File: src/rtl/pipe_hazard_ctrl.sv
// Hazard/sequencing controller: load-use, flush, mul/div occupancy, mem wait.
// Optional PIPE_PERF_EN adds stall and flush cycle counters.
module pipe_hazard_ctrl #(
   parameter int MULDIV_LAT = 4,
   parameter int CNT_W      = 4
) (
   input  logic       clk_i,
   input  logic       rst,
   input  logic [4:0] D_rs1_i,
   input  logic [4:0] D_rs2_i,
   input  logic       D_use_rs1_i,
   input  logic       D_use_rs2_i,
   input  logic       DD_is_load_i,
   input  logic       DD_need_dstE_i,
   input  logic [4:0] DD_dstE_i,
   input  logic       E_mispredict_i,
   input  logic       E_long_op_i,
   input  logic       M_mem_busy_i,
   output logic       F_stall_o,
   output logic       D_stall_o,
   output logic       D_bubble_o,
   output logic       DD_stall_o,
   output logic       DD_bubble_o,
   output logic       E_stall_o,
   output logic       E_bubble_o,
   output logic       M_bubble_o,
   output logic       E_busy_o
`ifdef PIPE_PERF_EN
   ,
   output logic [31:0] stall_cnt_o,
   output logic [31:0] flush_cnt_o
`endif
);

   typedef enum logic [1:0] {IDLE, BUSY, HOLD} state_t;

   localparam bit MD_MULTI = (MULDIV_LAT > 1);
   localparam logic [CNT_W-1:0] CNT_INIT = CNT_W'(MULDIV_LAT - 2);

   state_t           state, state_nxt;
   logic [CNT_W-1:0] cnt, cnt_nxt;
   logic             luse, start, muldiv_wait, mem_wait, flush;

   assign luse = DD_is_load_i & DD_need_dstE_i & (DD_dstE_i != 5'd0)
               & ((D_use_rs1_i & (D_rs1_i == DD_dstE_i))
               |  (D_use_rs2_i & (D_rs2_i == DD_dstE_i)));

   assign start       = (state == IDLE) & E_long_op_i & MD_MULTI;
   assign muldiv_wait = start | ((state == BUSY) & (cnt != '0));
   // HOLD is only ever entered/kept with memory busy, so memory alone decides
   assign mem_wait    = M_mem_busy_i;
   assign flush       = ~rst & ~mem_wait & ~muldiv_wait & E_mispredict_i;

   always_ff @(posedge clk_i) begin
      if (rst) begin
         state <= IDLE;
         cnt   <= '0;
      end else begin
         state <= state_nxt;
         cnt   <= cnt_nxt;
      end
   end

   always_comb begin
      state_nxt = state;
      cnt_nxt   = cnt;
      unique case (state)
         IDLE: begin
            if (start) begin
               state_nxt = BUSY;
               cnt_nxt   = CNT_INIT;
            end
         end
         BUSY: begin
            if (cnt != '0) cnt_nxt = cnt - CNT_W'(1);
            else state_nxt = M_mem_busy_i ? HOLD : IDLE;
         end
         HOLD: begin
            if (!M_mem_busy_i) state_nxt = IDLE;
         end
         default: state_nxt = IDLE;
      endcase
   end

   always_comb begin
      F_stall_o   = 1'b0;
      D_stall_o   = 1'b0;
      D_bubble_o  = 1'b0;
      DD_stall_o  = 1'b0;
      DD_bubble_o = 1'b0;
      E_stall_o   = 1'b0;
      E_bubble_o  = 1'b0;
      M_bubble_o  = 1'b0;
      E_busy_o    = 1'b0;
      if (!rst) begin
         E_busy_o = muldiv_wait;
         if (mem_wait) begin
            F_stall_o  = 1'b1;
            D_stall_o  = 1'b1;
            DD_stall_o = 1'b1;
            E_stall_o  = 1'b1;
            M_bubble_o = 1'b1;
         end else if (muldiv_wait) begin
            F_stall_o  = 1'b1;
            D_stall_o  = 1'b1;
            DD_stall_o = 1'b1;
            E_bubble_o = 1'b1;
         end else if (E_mispredict_i) begin
            D_bubble_o  = 1'b1;
            DD_bubble_o = 1'b1;
         end else if (luse) begin
            F_stall_o   = 1'b1;
            D_stall_o   = 1'b1;
            DD_bubble_o = 1'b1;
         end
      end
   end

`ifdef PIPE_PERF_EN
   logic [31:0] stall_q, flush_q;

   always_ff @(posedge clk_i) begin
      if (rst) begin
         stall_q <= '0;
         flush_q <= '0;
      end else begin
         stall_q <= stall_q + {31'd0, F_stall_o};
         flush_q <= flush_q + {31'd0, flush};
      end
   end

   assign stall_cnt_o = rst ? 32'd0 : stall_q;
   assign flush_cnt_o = rst ? 32'd0 : flush_q;
`else
   logic unused_flush;
   assign unused_flush = flush;
`endif

endmodule

File: config.mk
export PLATFORM = sky130hd
export DESIGN_NAME = pipe_hazard_ctrl
export DESIGN_NICKNAME = d
export VERILOG_FILES = /design/src/rtl/pipe_hazard_ctrl.sv
export SDC_FILE = /design/constraint.sdc
export NUM_CORES = 1
export LEC_CHECK = 0
export CAP_MARGIN = 20
export CORE_MARGIN = 4
export CORE_UTILIZATION = 31
export DETAILED_ROUTE_END_ITERATION = 8
export HOLD_SLACK_MARGIN = 0.1
export PLACE_DENSITY_LB_ADDON = 0.12
export SKIP_LAST_GASP = 1
export SYNTH_ARGS = -nofsm -noshare
export SYNTH_HDL_FRONTEND = slang
export SYNTH_SLANG_ARGS = --single-unit
File: constraint.sdc
create_clock -name clk_i -period 1.55 [get_ports clk_i]
set_input_delay 0.2325 -clock clk_i [delete_from_list [all_inputs] [get_ports clk_i]]
set_output_delay 0.2325 -clock clk_i [all_outputs]
set_load 0.03 [all_outputs]
==> results.cfg, run 1 <==
[sta]
final-hold-violation-count = 0
tns_ps = -2320
fin_crit_ps = 2070
period_share_pct = 133
fmax_ghz = 0.484
worst_slew_pin_slew_ps = 335
rsz0062_at_grt = true
finalWorstSetupSlack_ps = -516
skew_ps = 5.97
setup_viol = 7
relSlewSlack_pct = 77.7
drv_slew = 0

[clock_network]
cts_buffer_depth = 2
clkTransAtPathRegs_ps = 50
h-tree-depth = 1
cts_root_buf = clkbuf_4
clock_sinks = 6
numCtsBuffers = 3
holdBufCountCts = 0
cts_tree = done
clkLatencyLatePin_ps = 250

[global_route]
antenna_found_initial = 0
grt_overflow_total = 0
grt_use_total_pct = 14.4
grt_pass1_wl_mm = 2.66
grt_pass1_vias = 692
grt_max_degree = 5

[finish]
area_growth_syn_to_layout_pct = 113
final_cell_area_sq_um = 1100
fin_util_pct = 71.1
n_antenna_cell = 0
nets = 143
drive_gt1_share_pct = 46.6

[synth]
syn_inst = 63
synthesis.nets = 88
synth_top_area_cell = dfxtp_1
ys_ff_latch = 6
yosysMostFrequentCell = xor2_1
yosysWarnings = 0
netlist_area_sq_um = 515
synth_top_area_share_pct = 23.3
avgSynthCellArea_sq_um = 8.18
synthArstFlopShare_pct = 0
seq_area_frac_synth_pct = 23.3
yosysUniqueCellTypes = 27
ys_top_cells_by_count = 10 x xor2_1, 8 x nor2_1, 8 x nor2b_1
synthTopCellsByArea = dfxtp_1 23%, xor2_1 17%, nor2b_1 9.7%
ys.flop_type = dfxtp_1
synth-edff-count = 0

[outcome]
status = complete, but fails checks
violations = setup timing

[floorplan]
core_area_sq_um = 1540
initial_utilization_pct = 33.4
dieWidth_microns = 48.8
io_pins = 33
dieHeight_microns = 48.8
die-area_sq_um = 2380
rows = 14

[detailed_routing]
wl_per_cell_microns = 12.5
finalWirelength_mm = 1.65
dr.pass1.iters = 4
drt_iter0_drc = 6
vias_per_cell = 4.78
vias = 631
ant_nets = 0
post-route-drc-count = 0

[worst_setup_path]
end_kind = output port
arrival_ps = 1830
crit_type = reg -> out
crit_path_max_fanout = 4
start_kind = flip-flop
worstPathRequired_ps = 1320

[placed_design]
post-dp-hpwl_mm = 1.28
dpl_cell_area_sq_um = 1010
place.gp.congestion = 0.750
dp_slack_ps = -619
io_buffers = 32

[pwr]
powerDensity_nw_per_um2 = 851
leakage_nw = 0.484
ir_drop_v = 0.000505

[run]
max-cap-violations = 0

[worst_hold_path]
min_path_type = reg -> reg
[cells by family (layout without fill, tap and decap cells)]
logic type | count (synthesis) | count (layout) | synth area share, %
AND/OR/NAND/NOR | 30 | 30 | 34.2
XOR/XNOR | 13 | 13 | 22.1
AO/OA/AOI/OAI | 8 | 8 | 12.9
flip-flops | 6 | 6 | 23.3
buffers and inverters | 5 | 58 | 5.10
adder cells (fa/ha/maj) | 1 | 1 | 2.43
[layout by cell type, fill, tap and decap left out, drive strengths merged]
cell type,instances
or2,1
a21oi,1
xnor2,3
inv,2
nor4,2
clkbuf,6
nand4bb,1
o21ba,1
o21ai,1
a22o,1
or4,1
buf,29
clkdlybuf4s15,3
a21o,1
clkdlybuf4s50,10
a32oi,1
xor2,10
o31ai,1
dfxtp,6
clkinvlp,1
nor2b,8
dlygate4sd2,7
nor3,1
nor2,8
nand2,2
and2,2
nor3b,1
o32ai,1
or4b,1
ha,1
nand3,2
[flip-flops by register name (all words and copies together), names as in the netlist]
name	flops
state	2
cnt	4
[final timing paths]
| path | slack [ps] | startpoint | end | cells past startpoint |
|---|---|---|---|---|
| worst min register to register | 570 | cnt[1] | cnt[1] | 2 |
| worst max register to register | 80 | cnt[1] | cnt[1] | 8 |
| worst max-delay path | -520 | cnt[1] | DD_bubble_o | 7 |
| worst min-delay path | 570 | cnt[1] | cnt[1] | 2 |
[report_power, final]
group	internal [mW]	total, mW	switching, mW	leakage, nW
sequential	0.190	0.208	0.0178	0.0500
combinational	0.324	0.583	0.259	0.420
clock	0.0875	0.143	0.0552	0.0138
[per-stage QoR]
stage / hold slack [ps] / power [mW] / instances
2_1_floorplan: 304 / 0.501 / 63
3_3_place_gp: 556 / 0.720 / 126
3_5_place_dp: 567 / 0.738 / 126
4_1_cts: 577 / 0.936 / 132
5_1_grt: 601 / 1.00 / 132
6_report: 573 / 0.933 / 132
[routing by layer]
layer  wire [microns]  GRT usage, %
met3              150          3.98
met1              648          14.5
met2              806          25.4
met4               40          9.42
met5                0             0
[worst max-delay path: stages (launching register included)]
cell	delay [ps]
dfxtp_2	320
inv_2	60
ha_4	130
nand4bb_1	120
and2_4	200
or4b_4	520
o31ai_4	80
buf_6	160
[layout make-up]
cell class | instances | area (sq um)
clock buffer | 3 | 22.5
fill | 137 | 445
inverter | 3 | 15.0
multi-input combinational | 52 | 462
sequential | 6 | 123
tap | 16 | 20.0
timing repair buffer | 52 | 454
[timing repair]
action	4_1_cts	5_1_grt
hold endpoints to repair	0	0
setup buffers	3	0
setup endpoints to repair	7	9
resized for setup	27	11
cloned	0	0
pin swaps	9	1
Note: power is estimated with default switching activity, not from simulation.
==> run 2, diff against run 1 <==
--- a/config.mk
+++ b/config.mk
@@ -6,8 +6,9 @@
 export NUM_CORES = 1
 export LEC_CHECK = 0
 export CAP_MARGIN = 20
-export CORE_MARGIN = 4
-export CORE_UTILIZATION = 31
+export CORE_MARGIN = 5
+export CORE_UTILIZATION = 33
+export CTS_BUF_LIST = sky130_fd_sc_hd__clkbuf_4
 export DETAILED_ROUTE_END_ITERATION = 8
 export HOLD_SLACK_MARGIN = 0.1
 export PLACE_DENSITY_LB_ADDON = 0.12
==> run 2 against run 1 <==
  * Combinational power grew 7.2%
  * Global-route usage shrank 0.83 points
  * Count of clock-buffer cells in the layout is the same
  * Largest cell class is now non-clock buffers
  * First-iteration DRC count shrank 100%
  * Setup slack gained 7.2 ps
  * Clock skew shrank 4.3 ps
  * Via count grew 1.1%
  * The run still ends with setup timing left
  * Maximum frequency grew 0.35%
  * Die area grew 3.1%
  * Clock power is essentially flat
==> results.cfg, run 2 (synthesized netlist as in run 1, its figures left out) <==
[placed_design]
dpl_cell_area_sq_um = 1010
post-dp-hpwl_mm = 1.31
io_buffers = 32
place.gp.congestion = 0.754
dp_slack_ps = -716
dp_cells = 127

[clock_network]
clock_sinks = 6
cts_buffer_depth = 2
clkTransAtPathRegs_ps = 40
cts_tree = done
holdBufCountCts = 0
cts_root_buf = clkbuf_4
h-tree-depth = 1
numCtsBuffers = 3
clkLatencyLatePin_ps = 250

[outcome]
status = complete, but fails checks
violations = setup timing

[sta]
setup_viol = 8
fin_crit_ps = 2060
worst_slew_pin_slew_ps = 332
drv_slew = 0
finalWorstSetupSlack_ps = -509
rsz0062_at_grt = true
skew_ps = 1.64
fmax_ghz = 0.486
tns_ps = -2600
final-hold-violation-count = 0
period_share_pct = 133
relSlewSlack_pct = 77.8

[detailed_routing]
vias_per_cell = 4.73
drt_iter0_drc = 0
post-route-drc-count = 0
vias = 638
wl_per_cell_microns = 12.2
dr.pass1.iters = 1
finalWirelength_mm = 1.65
ant_nets = 0

[finish]
largest_reg_flops = 4
largest-register = cnt
drive_gt1_share_pct = 47.1
mostFrequentLayoutCells = 23 x buf_4, 10 x xor2_1, 10 x clkdlybuf4s50_1, 9 x buf_6, 8 x nor2_1
top_regs = cnt: 4 flops, state: 2 flops
fin_cells = 135
area_growth_syn_to_layout_pct = 123
final_cell_area_sq_um = 1150
fill_cells = 117
seqCellArea_sq_um = 123
nets = 146
multiInputGateArea_sq_um = 470
n_antenna_cell = 0
final_common_cell = buf_4

[worst_setup_path]
crit_path_max_fanout = 4
end_kind = output port
worstPathRequired_ps = 1320
crit_slowest_cell = or4b_4
cpLargestDelayFamily = simple AND/OR/NAND/NOR gates
worst-path-buf-inv = 2
crit_chain = clkdlybuf4s50_1 > o21ba_2 > and2_4 > or4b_4 > o31ai_4 > buf_6
max_stage_delay_ps = 520
arrival_ps = 1830
start_kind = primary input
crit_type = in -> out

[floorplan]
dieWidth_microns = 49.5
io_pins = 33
rows = 14
die-area_sq_um = 2450
core_area_sq_um = 1490
dieHeight_microns = 49.5
initial_utilization_pct = 34.6

[global_route]
grt_overflow_total = 0
grt_pass1_vias = 693
grt_use_total_pct = 13.6
grt_max_degree = 6
grt_pass1_wl_mm = 2.66
antenna_found_initial = 0

[worst_hold_path]
min_path_type = in -> reg

[pwr]
switching_share_pct = 34.6
p_int_mw = 0.642
clkPwrFrac_pct = 14.7
p_switching_mw = 0.340
ir_drop_v = 0.000489
seq_power_share_pct = 21.6
comb_power_share_pct = 63.7
leakage_nw = 0.510
p_total_mw = 0.981
powerDensity_nw_per_um2 = 853

[run]
max-cap-violations = 0
[run 2: area by class of cell]
class | count | share of cell area [%]
Timing Repair Buffer | 55 | 43.4
Multi-Input combinational cell | 52 | 40.9
Clock buffer | 3 | 1.96
Inverter | 3 | 1.31
Sequential cell | 6 | 10.7
Tap cell | 16 | 1.74
[run 2: worst min-delay path, cell delays in order]
cell and delay [ps]:
dlymetal6s2s_1 180, buf_4 160, nor2b_1 40
[run 2: through the flow]
stage	utilization (%)	hold slack, ps
2_1_floorplan	-	304
3_3_place_gp	68.2	557
3_5_place_dp	68.2	564
4_1_cts	73.7	577
5_1_grt	77.2	443
6_report	77.2	410
[run 2: timing repair]
| action | CTS | global route |
|---|---|---|
| endpoints found under the setup margin | 9 | 11 |
| pin swaps | 7 | 2 |
| resized for setup | 30 | 7 |
| buffers inserted | 2 | 5 |
[run 2: layer usage]
metal | vias to the layer above | wire length, microns | part of all wire, % | track usage (%)
met3 | 3 | 116 | 7.0 | 2.11
li1 | 327 | - | - | -
met5 | - | 0 | 0 | 0
met2 | 26 | 846 | 51 | 22.9
met4 | 0 | 30 | 1.8 | 9.17
met1 | 282 | 655 | 40 | 15.4
[run 2: worst paths after layout]
| path | startpoint | endpoint | slack [ps] | cells past startpoint |
|---|---|---|---|---|
| hold reg to reg | cnt[1] | cnt[1] | 580 | 2 |
| setup / recovery | E_long_op_i | DD_bubble_o | -510 | 6 |
| hold / removal | rst | state[0] | 410 | 3 |
| setup reg to reg | cnt[1] | cnt[1] | -130 | 10 |
[run 2: power groups by stage]
| stage | clock [mW] | combinational [mW] | sequential, mW |
|---|---|---|---|
| global route | 0.161 | 0.676 | 0.218 |
| CTS | 0.150 | 0.559 | 0.208 |
| detailed placement | 0 | 0.514 | 0.211 |
| global placement | 0 | 0.503 | 0.209 |
| floorplan | 0 | 0.284 | 0.217 |
| finish | 0.144 | 0.625 | 0.212 |
==> run 3, diff against run 2 <==
--- a/config.mk
+++ b/config.mk
@@ -7,8 +7,8 @@
 export LEC_CHECK = 0
 export CAP_MARGIN = 20
 export CORE_MARGIN = 5
-export CORE_UTILIZATION = 33
-export CTS_BUF_LIST = sky130_fd_sc_hd__clkbuf_4
+export CORE_UTILIZATION = 31
+export CTS_BUF_LIST = sky130_fd_sc_hd__clkbuf_16
 export DETAILED_ROUTE_END_ITERATION = 8
 export HOLD_SLACK_MARGIN = 0.1
 export PLACE_DENSITY_LB_ADDON = 0.12
==> run 3 against run 2 <==
  * The flow still finishes with violations (setup timing)
  * Setup slack gained 44 ps
  * Clock skew hardly changed
  * Largest power group unchanged
  * Sequential power hardly changed
  * First-iteration DRC count grew 2
  * Final area is 7.2% higher
  * Routed wire length rose by 11%
  * Via count grew 1.9%
  * Critical path depth rose by 1
  * Register-to-register slack better by 80 ps
  * Highest routed layer unchanged
  * Hold slack better by 14 ps
==> results.cfg, run 3 (synthesized netlist as in run 1, its figures left out) <==
[worst_setup_path]
arrival_ps = 1780
start_kind = flip-flop
crit_type = reg -> out
end_kind = output port
r2r_cells = 9
max_stage_delay_ps = 520
r2r_setup_slack_ps = -50
crit_path_max_fanout = 3
crit_slowest_cell = or4b_4
crit_chain = inv_2 > ha_4 > nand4bb_4 > and2_4 > or4b_4 > o31ai_4 > buf_6
cpLargestDelayFamily = simple AND/OR/NAND/NOR gates
worstPathRequired_ps = 1320
regToRegStartpoint = cnt[1]
rr_endpoint = cnt[1]
worst-path-buf-inv = 2

[sta]
finalWorstSetupSlack_ps = -465
period_share_pct = 130
fin_crit_ps = 2020
final-hold-violation-count = 0
hold_slack_ps = 425
drv_slew = 0
fmax_ghz = 0.496
rsz0062_at_grt = true
relSlewSlack_pct = 76.2
setup_viol = 8
worst_slew_pin_slew_ps = 355
skew_ps = 1.77
tns_ps = -2230

[worst_hold_path]
holdPathStages = 3
hold_path.startpoint = rst
min_path_type = in -> reg
min_to = state[0]

[placed_design]
dpl_cell_area_sq_um = 1010
dp_cells = 127
place.gp.congestion = 0.760
post-dp-hpwl_mm = 1.31
io_buffers = 32

[finish]
area_growth_syn_to_layout_pct = 139
mostFrequentLayoutCells = 24 x buf_4, 9 x xor2_1, 9 x buf_6, 7 x clkbuf_2, 7 x dlymetal6s2s_1
final_cell_area_sq_um = 1230
fin_cells = 135
drive_gt1_share_pct = 58.0
final_common_cell = buf_4
largest_reg_flops = 4
nets = 146
n_antenna_cell = 0
top_regs = cnt: 4 flops, state: 2 flops
largest-register = cnt

[floorplan]
initial_utilization_pct = 33.4
dieWidth_microns = 50.8
dieHeight_microns = 50.8
io_pins = 33
core_area_sq_um = 1540
rows = 14
die-area_sq_um = 2580

[clock_network]
cts_buffer_depth = 2
clkTransAtPathRegs_ps = 30
holdBufCountCts = 0
clock_sinks = 6
h-tree-depth = 1
cts_root_buf = clkbuf_16
cts_tree = done
clkLatencyLatePin_ps = 230
numCtsBuffers = 3

[pwr]
p_total_mw = 1.26
leakage_nw = 0.586
powerDensity_nw_per_um2 = 1020
ir_drop_v = 0.000675

[detailed_routing]
ant_nets = 0
post-route-drc-count = 0
vias = 650
finalWirelength_mm = 1.83
dr.pass1.iters = 2
drt_iter0_drc = 2
vias_per_cell = 4.81
wl_per_cell_microns = 13.6

[global_route]
grt_max_degree = 6
grt_pass1_vias = 687
grt_use_total_pct = 13.9
antenna_found_initial = 0
grt_overflow_total = 0
grt_pass1_wl_mm = 2.68

[run]
max-cap-violations = 0

[outcome]
status = complete, but fails checks
violations = setup timing
[run 3: changes by cell type in the layout (fill, tap and decap cells not counted), sizes merged]
cell / previous run / this run
clkdlybuf4s50: 10 / 4
clkdlybuf4s15: 5 / 1
buf: 32 / 34
dlymetal6s2s: 1 / 7
dlygate4sd2: 7 / 2
clkbuf: 3 / 10
[run 3: report_power, final]
part | internal (mW) | total (mW) | switching (mW)
combinational | 0.360 | 0.631 | 0.271
clock | 0.331 | 0.415 | 0.0845
sequential | 0.190 | 0.214 | 0.0232
total | 0.881 | 1.26 | 0.379
[run 3: final cells by class]
cell class	count	area (sq um)
clock buffer	3	75.1
fill	101	309
inverter	3	15.0
multi-input combinational	52	522
sequential	6	123
tap	16	20.0
timing repair buffer	55	478
[run 3: per-layer routing]
layer,routed length [microns],global-route usage [%]
met1,662,13.7
met2,999,24.6
met3,143,4.14
met4,28,8.94
met5,0,0
[run 3: worst reg2reg max path: cells and delay by family (launching register included)]
kind            cells  cell delay (ps)
flops               1              310
fa+ha+maj           1              140
compound gates      1              190
buf+inv             4              430
simple gates        3              390
[run 3: what timing repair did]
action                     CTS  global route
setup buffers                2             3
gates resized for setup     33            34
setup endpoints to repair    9             8
pin swaps                   11            12
[run 3: worst max-delay path by stage]
stage	start	to	slack, ps	cells past startpoint
2_1_floorplan	DD_dstE_i[3]	F_stall_o	-230	5
3_3_place_gp	DD_dstE_i[2]	D_stall_o	-580	6
3_5_place_dp	DD_dstE_i[2]	D_stall_o	-620	6
4_1_cts	cnt[1]	DD_bubble_o	-540	7
5_1_grt	cnt[1]	DD_bubble_o	-520	7
6_report	cnt[1]	DD_bubble_o	-470	7
[run 3: stage by stage]
stage / util (%) / worst slack [ps]
4_1_cts: 74.0 / -536
2_1_floorplan: - / -225
5_1_grt: 80.0 / -523
3_3_place_gp: 65.8 / -583
6_report: 80.0 / -465
3_5_place_dp: 65.8 / -620
